**src/rtl/control_minado.sv**
```systemverilog
// control_minado: issues nonces to the hash datapath, aligns comparator hits with their nonce,
// and holds the first hit (or exhaustion) on a valid/ack handshake. `CONTROL_MINADO_CICLOS_EN adds ciclos.
module control_minado #(
  parameter int                 NONCE_W   = 32,
  parameter int                 HASH_W    = 24,
  parameter int                 LATENCIA  = 2,
  parameter logic [NONCE_W-1:0] NONCE_MAX = {NONCE_W{1'b1}}
) (
  input  logic               clk,
  input  logic               inicio,
  input  logic               arrancar,
  input  logic               terminado,
  input  logic [HASH_W-1:0]  bounty,
  output logic [NONCE_W-1:0] nonce,
  output logic               buscando,
  output logic               resultado_valido,
  input  logic               resultado_leido,
  output logic               agotado,
  output logic [NONCE_W-1:0] nonce_ganador,
  output logic [HASH_W-1:0]  hash_ganador
`ifdef CONTROL_MINADO_CICLOS_EN
  ,
  output logic [31:0]        ciclos
`endif
);
  localparam int LAT_N = (LATENCIA > 0) ? LATENCIA : 1;
  localparam int CNT_W = $clog2(LAT_N + 1);

  typedef enum logic [2:0] {IDLE, BUSCANDO, DRENANDO, ENCONTRADO, AGOTADO} state_t;

  state_t             state_q, state_d;
  logic [NONCE_W-1:0] nonce_q, nonce_d;
  logic [NONCE_W-1:0] ganador_q, ganador_d;
  logic [HASH_W-1:0]  hash_q, hash_d;
  logic               agotado_q, agotado_d;
  logic [CNT_W-1:0]   drain_q, drain_d;
  logic               al_vld;
  logic [NONCE_W-1:0] al_nonce;
  logic               activo, arranque, hit;

  assign activo   = (state_q == BUSCANDO) || (state_q == DRENANDO);
  assign arranque = (state_q == IDLE) && arrancar;
  assign hit      = activo && terminado && al_vld;

  // Tag pipeline mirroring the datapath latency; drain cycles push invalid tags.
  generate
    if (LATENCIA == 0) begin : g_comb
      assign al_vld   = 1'b1;
      assign al_nonce = nonce_q;
    end else begin : g_delay
      logic [LAT_N-1:0]   vld_q;
      logic [NONCE_W-1:0] tag_q [LAT_N];
      always_ff @(posedge clk or negedge inicio) begin
        if (!inicio) begin
          vld_q <= '0;
          for (int i = 0; i < LAT_N; i++) tag_q[i] <= '0;
        end else if (arranque) begin
          vld_q <= '0;
          for (int i = 0; i < LAT_N; i++) tag_q[i] <= '0;
        end else if (activo) begin
          vld_q[0] <= (state_q == BUSCANDO);
          tag_q[0] <= nonce_q;
          for (int i = 1; i < LAT_N; i++) begin
            vld_q[i] <= vld_q[i-1];
            tag_q[i] <= tag_q[i-1];
          end
        end
      end
      assign al_vld   = vld_q[LAT_N-1];
      assign al_nonce = tag_q[LAT_N-1];
    end
  endgenerate

  always_ff @(posedge clk or negedge inicio) begin
    if (!inicio) begin
      state_q   <= IDLE;
      nonce_q   <= '0;
      ganador_q <= '0;
      hash_q    <= '0;
      agotado_q <= 1'b0;
      drain_q   <= '0;
    end else begin
      state_q   <= state_d;
      nonce_q   <= nonce_d;
      ganador_q <= ganador_d;
      hash_q    <= hash_d;
      agotado_q <= agotado_d;
      drain_q   <= drain_d;
    end
  end

  always_comb begin
    state_d   = state_q;
    nonce_d   = nonce_q;
    ganador_d = ganador_q;
    hash_d    = hash_q;
    agotado_d = agotado_q;
    drain_d   = drain_q;
    case (state_q)
      IDLE: begin
        if (arranque) begin
          state_d   = BUSCANDO;
          nonce_d   = '0;
          ganador_d = '0;
          hash_d    = '0;
          agotado_d = 1'b0;
        end
      end
      BUSCANDO: begin
        if (hit) begin
          state_d   = ENCONTRADO;
          ganador_d = al_nonce;
          hash_d    = bounty;
        end else if (nonce_q == NONCE_MAX) begin
          // Without pipeline latency the last nonce was already judged this cycle.
          if (LATENCIA == 0) begin
            state_d   = AGOTADO;
            agotado_d = 1'b1;
          end else begin
            state_d = DRENANDO;
            drain_d = CNT_W'(LAT_N - 1);
          end
        end else begin
          nonce_d = nonce_q + NONCE_W'(1);
        end
      end
      DRENANDO: begin
        if (hit) begin
          state_d   = ENCONTRADO;
          ganador_d = al_nonce;
          hash_d    = bounty;
        end else if (drain_q == '0) begin
          state_d   = AGOTADO;
          agotado_d = 1'b1;
        end else begin
          drain_d = drain_q - CNT_W'(1);
        end
      end
      ENCONTRADO, AGOTADO: begin
        if (resultado_leido) state_d = IDLE;
      end
      default: state_d = IDLE;
    endcase
  end

  assign nonce            = nonce_q;
  assign buscando         = activo;
  assign resultado_valido = (state_q == ENCONTRADO) || (state_q == AGOTADO);
  assign agotado          = agotado_q;
  assign nonce_ganador    = ganador_q;
  assign hash_ganador     = hash_q;

`ifdef CONTROL_MINADO_CICLOS_EN
  logic [31:0] ciclos_q;
  always_ff @(posedge clk or negedge inicio) begin
    if (!inicio) begin
      ciclos_q <= '0;
    end else if (arranque) begin
      ciclos_q <= '0;
    end else if (activo && (ciclos_q != 32'hFFFF_FFFF)) begin
      ciclos_q <= ciclos_q + 32'd1;
    end
  end
  assign ciclos = ciclos_q;
`endif

endmodule

```
**config.mk**
```make
export PLATFORM = sky130hd
export DESIGN_NAME = control_minado
export DESIGN_NICKNAME = d
export VERILOG_FILES = /design/src/rtl/control_minado.sv
export SDC_FILE = /design/constraint.sdc
export NUM_CORES = 1
export LEC_CHECK = 0
export CORE_MARGIN = 4
export CORE_UTILIZATION = 25
export DETAILED_ROUTE_END_ITERATION = 6
export GPL_ROUTABILITY_DRIVEN = 0
export HOLD_SLACK_MARGIN = 0.03
export PLACE_DENSITY = 0.51
export SYNTH_ARGS = -nofsm -noshare
export SYNTH_HDL_FRONTEND = slang
export SYNTH_SLANG_ARGS = --single-unit
```
**constraint.sdc**
```tcl
create_clock -name clk -period 2.2 [get_ports clk]
set_input_delay 0.44 -clock clk [delete_from_list [all_inputs] [get_ports clk]]
set_output_delay 0.44 -clock clk [all_outputs]
set_load 0.02 [all_outputs]
```
# Word-level counts from Yosys, hierarchy flattened
# Cells that the tools add are included.
# classes
add_sub_neg	2
mux	29
reduce_logical	19
n_eq_ne	16
# ops
cell	count
$mux W32	4
$mux W64	2
$pmux W32 S2	2
$mux W24	2
$pmux W24 S2	1
$add A32 B1 Y32 const B	1
$eq A32 B32 Y1 const B	1
$mux W3	6
$mux W2	6
$ne A2 B2 Y1 const B	6
$pmux W3 S4	1
$reduce_and A4 Y1	3
$reduce_bool A2 Y1	5
$eq A3 B2 Y1 const B	2
$ne A2 B1 Y1 const B	3
$ne A3 B2 Y1 const B	2
$reduce_and A5 Y1	1
$pmux W2 S2	1
$reduce_or A2 Y1	2
$eq A3 B1 Y1 const B	1
$eq A3 B3 Y1 const B	1
$logic_and A1 B1 Y1	3
$logic_not A3 Y1	1
$mux W1	3
other kinds (5)	6
# totals
output_inout_bits	91
regBits	160

# Longest topological paths before layout
# Gate-level depths: netlist of run 1.
# depth
word_depth	6
depth_mapped	8
ltp_nobuf	7

# Worst setup path after synthesis of run 1
# No wires, ideal clock.
# synth_timing
kind	reg2reg
startpoint	register nonce_q[0] (netlist: nonce[0])
endpoint	register nonce_q[13] (netlist: nonce[13])
synth_period_minus_slack_ps	2288
setup_slack_ps	-88
path_buffers	2
path_stages_with_launch	9
arrival_ps	2162
path_cell_list	dfrtp_1 ha_1 nand3_1 nor4b_1 and4_1 buf_2 buf_2 nor3_1 a221o_1
# synth_between
elab_chain_cells	4
# synth_rtl
item	line	rtl
start: declaration	32	logic [NONCE_W-1:0] nonce_q, nonce_d;
start signal: assignment	84	nonce_q <= nonce_d;
$add A32 B1 Y32	124	nonce_d = nonce_q + NONCE_W'(1);
$mux W32	114	end else if (nonce_q == NONCE_MAX) begin
$mux W32	110	if (hit) begin
$pmux W32 S2	99	case (state_q)
# Parallel ways exist; a longest one is shown, timed or not. The select of a mux whose other input is x is not followed.
# A chain may end at the register's enable or synchronous reset.

# Worst setup path after layout of run 1
# layout_timing
startpoint	register nonce_q[2] (netlist: nonce[2])
endpoint	output port nonce[2]
# layout_rtl
item	line	rtl
end: declaration	14	output logic [NONCE_W-1:0] nonce,
# No word-level cell between the ends.

==> results of run 1 <==
==> metrics by stage <==
| step | utilization, % | std cells | hold slack (ps) | setup slack (ps) | power (W) |
|---|---|---|---|---|---|
| final | 36.0 | 1261 | 480 | 114 | 0.0108 |
| after floorplan | - | 709 | 144 | 9.58 | 0.00590 |
| after CTS | 36.0 | 1261 | 481 | 67.5 | 0.0109 |
| after global routing | 36.0 | 1261 | 512 | 11.4 | 0.0114 |
| after detailed placement | 33.7 | 1228 | 440 | 1.40 | 0.00781 |
| after global placement | 33.7 | 1228 | 435 | 18.0 | 0.00780 |
==> cells by family after synthesis <==
kind of cell             Yosys count  synth area share (%)
AO/OA/AOI/OAI                    199                  18.8
flip-flops                       160                  57.3
multiplexers                       1                 0.161
AND/OR/NAND/NOR                  227                  16.7
adder cells (fa/ha/maj)            2                 0.358
buffers and inverters            119                  6.50
XOR/XNOR                           1                 0.125
==> cells in the final DEF (no fill, tap or decap), types with 3 or more instances in the layout <==
cell	netlist	final
a21o_1	4	4
a21oi_1	24	22
a221o_1	7	7
a22o_1	45	45
a31oi_1	29	29
a41oi_1	3	3
and2_1	7	7
and3_1	8	8
and4_1	8	7
buf_12	0	7
buf_4	0	74
clkbuf_16	0	17
clkdlybuf4s50_1	0	116
dfrtp_1	160	148
dfrtp_2	0	12
inv_1	65	65
inv_6	0	6
nand2_1	68	68
nand2b_1	9	9
nand3_1	70	70
nand4_1	11	11
nor2_1	17	15
nor3_1	9	8
nor4_1	6	6
o211ai_1	6	6
o21ai_0	67	67
==> worst paths after layout <==
path | start | to | slack (ps) | cells past startpoint
worst min-delay path | g_delay.vld_q[0]$_DFFE_PN0P_ | g_delay.vld_q[0]$_DFFE_PN0P_ | 480 | 1
max in group asynchronous | inicio | nonce[13]$_DFFE_PN0P_ | 980 | 3
worst min register to register | g_delay.vld_q[0]$_DFFE_PN0P_ | g_delay.vld_q[0]$_DFFE_PN0P_ | 480 | 1
worst max register to register | nonce[9]$_DFFE_PN0P_ | nonce[31]$_DFFE_PN0P_ | 140 | 6
worst max-delay path | nonce[2]$_DFFE_PN0P_ | nonce[2] | 110 | 2
min in group asynchronous | inicio | hash_ganador[0]$_DFFE_PN0P_ | 550 | 2
==> flip-flops by register name, indices dropped and copies added (netlist names) <==
register,cells
agotado,1
al_nonce,32
state_q,3
nonce_ganador,32
drain_q,2
g_delay.vld_q,2
g_delay.tag_q,32
nonce,32
hash_ganador,24
==> report_power, final <==
part           internal, W  switching (W)  leakage (nW)
Clock              0.00174        0.00131         0.293
Combinational      0.00148        0.00268          1.76
Sequential         0.00331       0.000221          2.17
Total              0.00653        0.00422          4.23
==> per-layer routing <==
metal | global-route usage (%) | vias up | routed length (microns)
met3 | 3.55 | 19 | 1230
met5 | 0 | - | 0
li1 | - | 2878 | -
met2 | 20.1 | 150 | 8690
met4 | 3.73 | 0 | 247
met1 | 18.6 | 2792 | 9730
==> layout make-up <==
type	instances	area (sq um)	share of cell area [%]
Inverter	66	249	2.54
Clock buffer	18	439	4.47
Timing Repair Buffer	201	1900	19.3
Tap cell	372	465	4.74
Sequential cell	160	4020	40.9
Multi-Input combinational cell	430	2580	26.3
Clock inverter	14	168	1.71
==> worst max-delay path: stages, from the launching register on <==
cell	delay, ps
dfrtp_1	470
buf_4	160
clkdlybuf4s50_1	590
==> timing repair <==
item	4_1_cts	5_1_grt
hold endpoints to repair	46	0
gates resized for setup	3	7
hold buffers	1	0
pin swaps	0	1
endpoints found under the setup margin	2	14
==> results.cfg, run 1 <==
[synth]
ys_types = 51
synthDominantCellAreaShare_pct = 57.3
syn_area_sq_um = 6990
syn_nets = 740
synth.avg_cell_area_sq_um = 9.86
ys_warn_count = 0
ys_ff_latch = 160
yosysSeqAreaShare_pct = 57.3
synthCells = 709
synth_edf_count = 0
synth_most_common_cell = dfrtp_1
ys_top_cells_by_count = 160 x dfrtp_1, 70 x nand3_1, 68 x nand2_1
ys.flop_type = dfrtp_1
async_flop_share_pct = 100
yosys.area.top_type = dfrtp_1
ys_top_cells_by_area = dfrtp_1 57%, a22o_1 5.6%, nand3_1 5.0%

[route]
drt_wl_total_microns = 19900
drc = 0
first_pass_iters = 4
antenna_left = 0
wl_per_cell_microns = 15.8
drtIter0Drc = 375
num_vias = 5839
vias_per_cell = 4.63

[placed_design]
hpwl_microns = 13900
place_area_sq_um = 9190
io_buffers = 119

[power]
p_per_area_nw_per_um2 = 1090
leakagePower_nw = 4.23
ir_worst_vdd_mv = 0.707

[sta]
finalCritPeriodShare_pct = 94.8
timing.slew.headroom_pct = 33.2
finClkSkew_ps = 12.9
hold_viol = 0
finalCriticalPeriod_ps = 2090
setup_tns_ps = 0
finalSetupViolCount = 0
finalMaxSlewViolations = 0
fmax_mhz = 479
tightest_slew_ps = 1000
grt_setup_unrepaired = no

[global_route]
grt_antenna_before_repair = 0
first_global_vias = 5966
grt_max_degree = 111
grt_pass1_wl_microns = 33000
grt-ovfl-total = 0
track_usage_pct = 13.2

[final_layout]
n_antenna_cell = 0
num-fill-cells = 2756
fin_area_sq_um = 9820
drive_above_1_share_pct = 16.4
area_growth_pct = 40.5
nNetsFinal = 907

[clock_network]
cts_tree = built
clockBufferDepth = 2
cts_made_buffers = 17
cts_num_sinks = 160
cts_root_buf = clkbuf_16
post_cts_buffers = 0
cts_max_level = 4
path_clk_slew_ps = 70
clk_latency_ps = 430

[die]
die_h_microns = 175
initial_core_util_pct = 25.7
die_w_microns = 175
core_sq_um = 27300
io_pins = 120
dieArea_sq_um = 30700
rows = 60

[worst_setup_path]
setup.worst_path.start_class = register
crit_fanout = 7
cp-end-kind = output pin
worst-setup-path-type = reg2out
cp.arrival_ps = 1650
required_ps = 1760

[outcome]
outcome = completed

[min_path]
hold_path.class = reg2reg

[run]
max_cap_viol_count = 0
No activity file was read; power rests on OpenSTA's default activity.
==> run 2: changes to the inputs <==
PLACE_DENSITY = 0.54   (was 0.51)
==> run 2 against run 1 <==
Cell count grew 0.48%. Final area increased by 0.18%. Flip-flop and latch count is the same. Wire length about the same. Sequential power about the same. Combinational power is 1% higher. Sequential share of layout area down 0.086 points. Critical path depth decreased by 1. Clock power down 4%. Maximum frequency fell by 1.4%. Total power shrank 0.59%. Critical path type unchanged. Largest cell class unchanged. Largest power group unchanged. Highest routed layer unchanged.
==> results.cfg, run 2 (synthesis results as in run 1) <==
[outcome]
outcome = completed

[worst_setup_path]
cp.arrival_ps = 1680
reg2reg_slack_ps = 100
cp_slowest_cell = clkdlybuf4s50_1
cp_slowest_stage_delay_ps = 690
cp-end-kind = output pin
crit_fanout = 7
timing.rr.start = nonce[13]$_DFFE_PN0P_
crit_chain = clkdlybuf4s50_1
setup.worst_path.start_class = register
critPathBufInv = 1
worst-setup-path-type = reg2out
required_ps = 1760
critPathTopFamily = buffers and inverters
crit_start = nonce[30]$_DFFE_PN0P_

[sta]
finalCritPeriodShare_pct = 96.2
finClkSkew_ps = 12.2
finalCriticalPeriod_ps = 2120
setup_tns_ps = 0
timing.slew.headroom_pct = 30.3
finalMaxSlewViolations = 0
fmax_mhz = 473
hold_viol = 0
grt_setup_unrepaired = no
finalSetupViolCount = 0
tightest_slew_ps = 1040

[global_route]
track_usage_pct = 13.0
grt-ovfl-total = 0
grt_antenna_before_repair = 0
grt_pass1_wl_microns = 32300
grt_max_degree = 106
first_global_vias = 5776

[clock_network]
clockBufferDepth = 2
clk_latency_ps = 430
cts_max_level = 4
cts_made_buffers = 17
path_clk_slew_ps = 60
cts_tree = built
cts_num_sinks = 160
cts_root_buf = clkbuf_16

[placed_design]
io_buffers = 119
place_inst = 1232
place_area_sq_um = 9220
hpwl_microns = 14200

[route]
num_vias = 5896
first_pass_iters = 4
drt_wl_total_microns = 19900
wl_per_cell_microns = 15.7
drc = 0
vias_per_cell = 4.65
drtIter0Drc = 530
antenna_left = 0

[die]
die_w_microns = 175
die_h_microns = 175
core_sq_um = 27300
io_pins = 120
rows = 60
initial_core_util_pct = 25.7
dieArea_sq_um = 30700

[final_layout]
drive_above_1_share_pct = 16.9
nNetsFinal = 913
num-fill-cells = 2760
n_antenna_cell = 0
final_common_cell = dfrtp_1
final_cell_mix = 149 x dfrtp_1, 116 x clkdlybuf4s50_1, 79 x buf_4, 69 x nand3_1, 68 x nand2_1
fin_area_sq_um = 9840
area_growth_pct = 40.8
finalNonFillerCells = 1267

[power]
leakagePower_nw = 4.24
ir_worst_vdd_mv = 1.19
p_per_area_nw_per_um2 = 1090

[run]
max_cap_viol_count = 0

[min_path]
min_from = g_delay.vld_q[0]$_DFFE_PN0P_
hold_path.class = reg2reg
-- run 2: cell type report --
class                      count  area [sq um]  area share, %
clock buffer                  17           425           4.32
multi-input combinational    430          2590           26.3
timing repair buffer         207          1930           19.7
clock inverter                15           160           1.63
inverter                      66           249           2.53
tap                          372           465           4.73
sequential                   160          4020           40.8
-- run 2: worst register-to-register path: stages (launching register included) --
cell	delay [ps]
dfrtp_1	490
and4_1	260
or4b_2	660
o31a_1	270
o211ai_1	190
o21ai_0	110
-- run 2: per-stage QoR --
stage | setup WS (ps) | total power [W] | hold slack [ps] | utilization (%)
global route | 3.38 | 0.0114 | 508 | 36.1
detailed placement | 12.6 | 0.00783 | 412 | 33.8
floorplan | 9.58 | 0.00590 | 144 | -
finish | 84.7 | 0.0107 | 482 | 36.1
global placement | -3.35 | 0.00779 | 409 | 33.8
CTS | 86.6 | 0.0108 | 486 | 36.0
-- run 2: layer usage --
layer | GRT usage (%) | vias to the layer above | wire length, microns
met3 | 3.16 | 13 | 1200
met2 | 19.7 | 149 | 8850
met1 | 18.7 | 2857 | 9630
li1 | - | 2877 | -
met5 | 0 | - | 0
met4 | 3.40 | 0 | 199
-- run 2: power by group --
| part | total (W) | switching (W) | internal (W) |
|---|---|---|---|
| registers | 0.00353 | 0.000219 | 0.00331 |
| clock network | 0.00294 | 0.00126 | 0.00169 |
| logic | 0.00421 | 0.00270 | 0.00151 |
-- run 2: final timing paths --
kind,endpoint,cells past startpoint
max in group asynchronous,nonce_ganador[0]$_DFFE_PN0P_,3
min in group asynchronous,g_delay.tag_q[60]$_DFFE_PN0P_,2
worst min-delay path,g_delay.vld_q[0]$_DFFE_PN0P_,1
worst max-delay path,nonce[30],1
worst min register to register,g_delay.vld_q[0]$_DFFE_PN0P_,1
worst max register to register,nonce[31]$_DFFE_PN0P_,5
-- run 2: repair_timing --
item	CTS	global route
hold buffers	1	0
endpoints found under the setup margin	2	49
hold endpoints to repair	40	0
pin swaps	0	4
gates resized for setup	2	8
gates cloned	0	1
setup buffers	0	1
==> run 3: changes to the inputs <==
PLACE_DENSITY = 0.44   (was 0.54)
==> run 3 against run 2 <==
Combinational power up 3%. Critical path depth up 6. Flip-flop and latch count unchanged. Highest routed layer unchanged. Utilization rose by 0.13 points.
==> results.cfg, run 3 (synthesis results as in run 1) <==
[die]
initial_core_util_pct = 25.7
die_w_microns = 175
rows = 60
die_h_microns = 175
core_sq_um = 27300
io_pins = 120
dieArea_sq_um = 30700

[sta]
finalCritPeriodShare_pct = 95.1
finalSetupViolCount = 0
finClkSkew_ps = 10.8
grt_setup_unrepaired = no
timing.slew.headroom_pct = 59.6
hold_viol = 0
timing.hold.ws_ps = 479
finalMaxSlewViolations = 0
setup_ws_ps = 107
finalCriticalPeriod_ps = 2090
fmax_mhz = 478
tightest_slew_ps = 606

[worst_setup_path]
crit_fanout = 9
critPathTopFamily = simple AND/OR/NAND/NOR gates
cp_slowest_stage_delay_ps = 370
timing.rr.start = nonce[0]$_DFFE_PN0P_
crit_start = nonce[0]$_DFFE_PN0P_
crit_chain = ha_1, nand3_2, nor4b_4, and4_1, buf_4, nor4_1, a211o_1
worst-setup-path-type = reg2reg
critPathBufInv = 1
required_ps = 2510
cp.arrival_ps = 2400
cp_slowest_cell = nor4b_4
cp-end-kind = register
setup.worst_path.start_class = register

[route]
antenna_left = 0
first_pass_iters = 5
vias_per_cell = 4.66
num_vias = 5919
drc = 0
drt_wl_total_microns = 20800
wl_per_cell_microns = 16.4
drtIter0Drc = 419

[power]
leakagePower_nw = 4.26
p_per_area_nw_per_um2 = 1090
ir_worst_vdd_mv = 1.03
swShare_pct = 41.1
p_comb_share_pct = 40.2
clkPwrFrac_pct = 26.8
power_frac_seq_pct = 33.0
p_sw_w = 0.00441
internal_power_w = 0.00633

[run]
max_cap_viol_count = 0

[global_route]
grt-ovfl-total = 0
grt_use_met2_pct = 19.4
grt_antenna_before_repair = 0
met3_usage_pct = 3.59
track_usage_pct = 13.4
grt_max_degree = 98
grt_util_met1_pct = 20.1
grt_pass1_wl_microns = 33400
first_global_vias = 5816
grt-busiest-layer = met1

[placed_design]
io_buffers = 119
hpwl_microns = 14100
place_ws_ps = -101

[clock_network]
path_clk_slew_ps = 70
clockBufferDepth = 2
cts_made_buffers = 17
cts_tree = built
cts_max_level = 4
cts_num_sinks = 160
clk_latency_ps = 430
cts_root_buf = clkbuf_16

[final_layout]
ff_latch_area_sq_um = 4020
area_growth_pct = 41.3
final_cell_mix = 149 x dfrtp_1, 116 x clkdlybuf4s50_1, 78 x buf_4, 69 x nand3_1, 68 x nand2_1
final_common_cell = dfrtp_1
num-fill-cells = 2805
drive_above_1_share_pct = 17.2
n_antenna_cell = 0
multi_input_area_sq_um = 2610
nNetsFinal = 915

[min_path]
hold_path.class = reg2reg
min_from = g_delay.vld_q[0]$_DFFE_PN0P_

[outcome]
outcome = completed
run 3: cell types whose count changed in the layout (fill, tap and decap cells not counted), moves of 2 or more:
cell | before | now
buf_12 | 7 | 9
bufinv_16 | 2 | 0
clkinv_2 | 5 | 0
inv_6 | 2 | 8
nor2_1 | 16 | 14
nor2_2 | 0 | 2
run 3: cell type report:
| class | instances | share of cell area, % |
|---|---|---|
| Inverter | 66 | 2.53 |
| Clock buffer | 17 | 4.31 |
| Clock inverter | 15 | 1.42 |
| Timing Repair Buffer | 208 | 19.9 |
| Sequential cell | 160 | 40.7 |
| Tap cell | 372 | 4.71 |
| Multi-Input combinational cell | 431 | 26.4 |
run 3: worst register-to-register path: stages (launching register included):
cell and delay [ps]:
dfrtp_2 360, ha_1 200, nand3_2 130, nor4b_4 370
and4_1 350, buf_4 220, nor4_1 70, a211o_1 280
run 3: path summary, 6_finish.rpt:
kind / end / slack (ps) / depth (start not counted)
setup / recovery: nonce[5]$_DFFE_PN0P_ / 110 / 7
hold reg to reg: g_delay.vld_q[0]$_DFFE_PN0P_ / 480 / 1
min in group asynchronous: hash_ganador[1]$_DFFE_PN0P_ / 560 / 2
max in group asynchronous: nonce[1]$_DFFE_PN0P_ / 970 / 3
hold / removal: g_delay.vld_q[0]$_DFFE_PN0P_ / 480 / 1
setup reg to reg: nonce[5]$_DFFE_PN0P_ / 110 / 7
run 3: metal layers:
layer	vias to the layer above	wire length, microns
met1	2851	10500
met4	0	152
met2	170	8870
met3	14	1290
met5	-	0
li1	2884	-
run 3: metrics by stage:
step | cell area, sq um | total power, W | instances | utilization, % | setup TNS, ps
2_1_floorplan | 7030 | 0.00590 | 709 | - | 0
5_1_grt | 9870 | 0.0114 | 1269 | 36.2 | 0
3_5_place_dp | 9250 | 0.00790 | 1233 | 33.9 | -4200
4_1_cts | 9840 | 0.0108 | 1266 | 36.1 | 0
6_report | 9870 | 0.0107 | 1269 | 36.2 | 0
3_3_place_gp | 9250 | 0.00790 | 1233 | 33.9 | -2870
run 3: power by group through the flow:
| stage | Sequential [W] | Clock [W] | Combinational [W] |
|---|---|---|---|
| 5_1_grt | 0.00361 | 0.00310 | 0.00473 |
| 4_1_cts | 0.00355 | 0.00297 | 0.00430 |
| 2_1_floorplan | 0.00385 | 0 | 0.00204 |
| 6_report | 0.00355 | 0.00288 | 0.00432 |
| 3_3_place_gp | 0.00359 | 0 | 0.00431 |
| 3_5_place_dp | 0.00360 | 0 | 0.00430 |
run 3: what timing repair did:
item	in CTS	in global routing
hold buffers	1	0
endpoints found under the setup margin	8	71
gates resized for setup	5	8
endpoints found under the hold margin	51	0
cloned	0	2
pin swaps	0	3
setup buffers	0	1
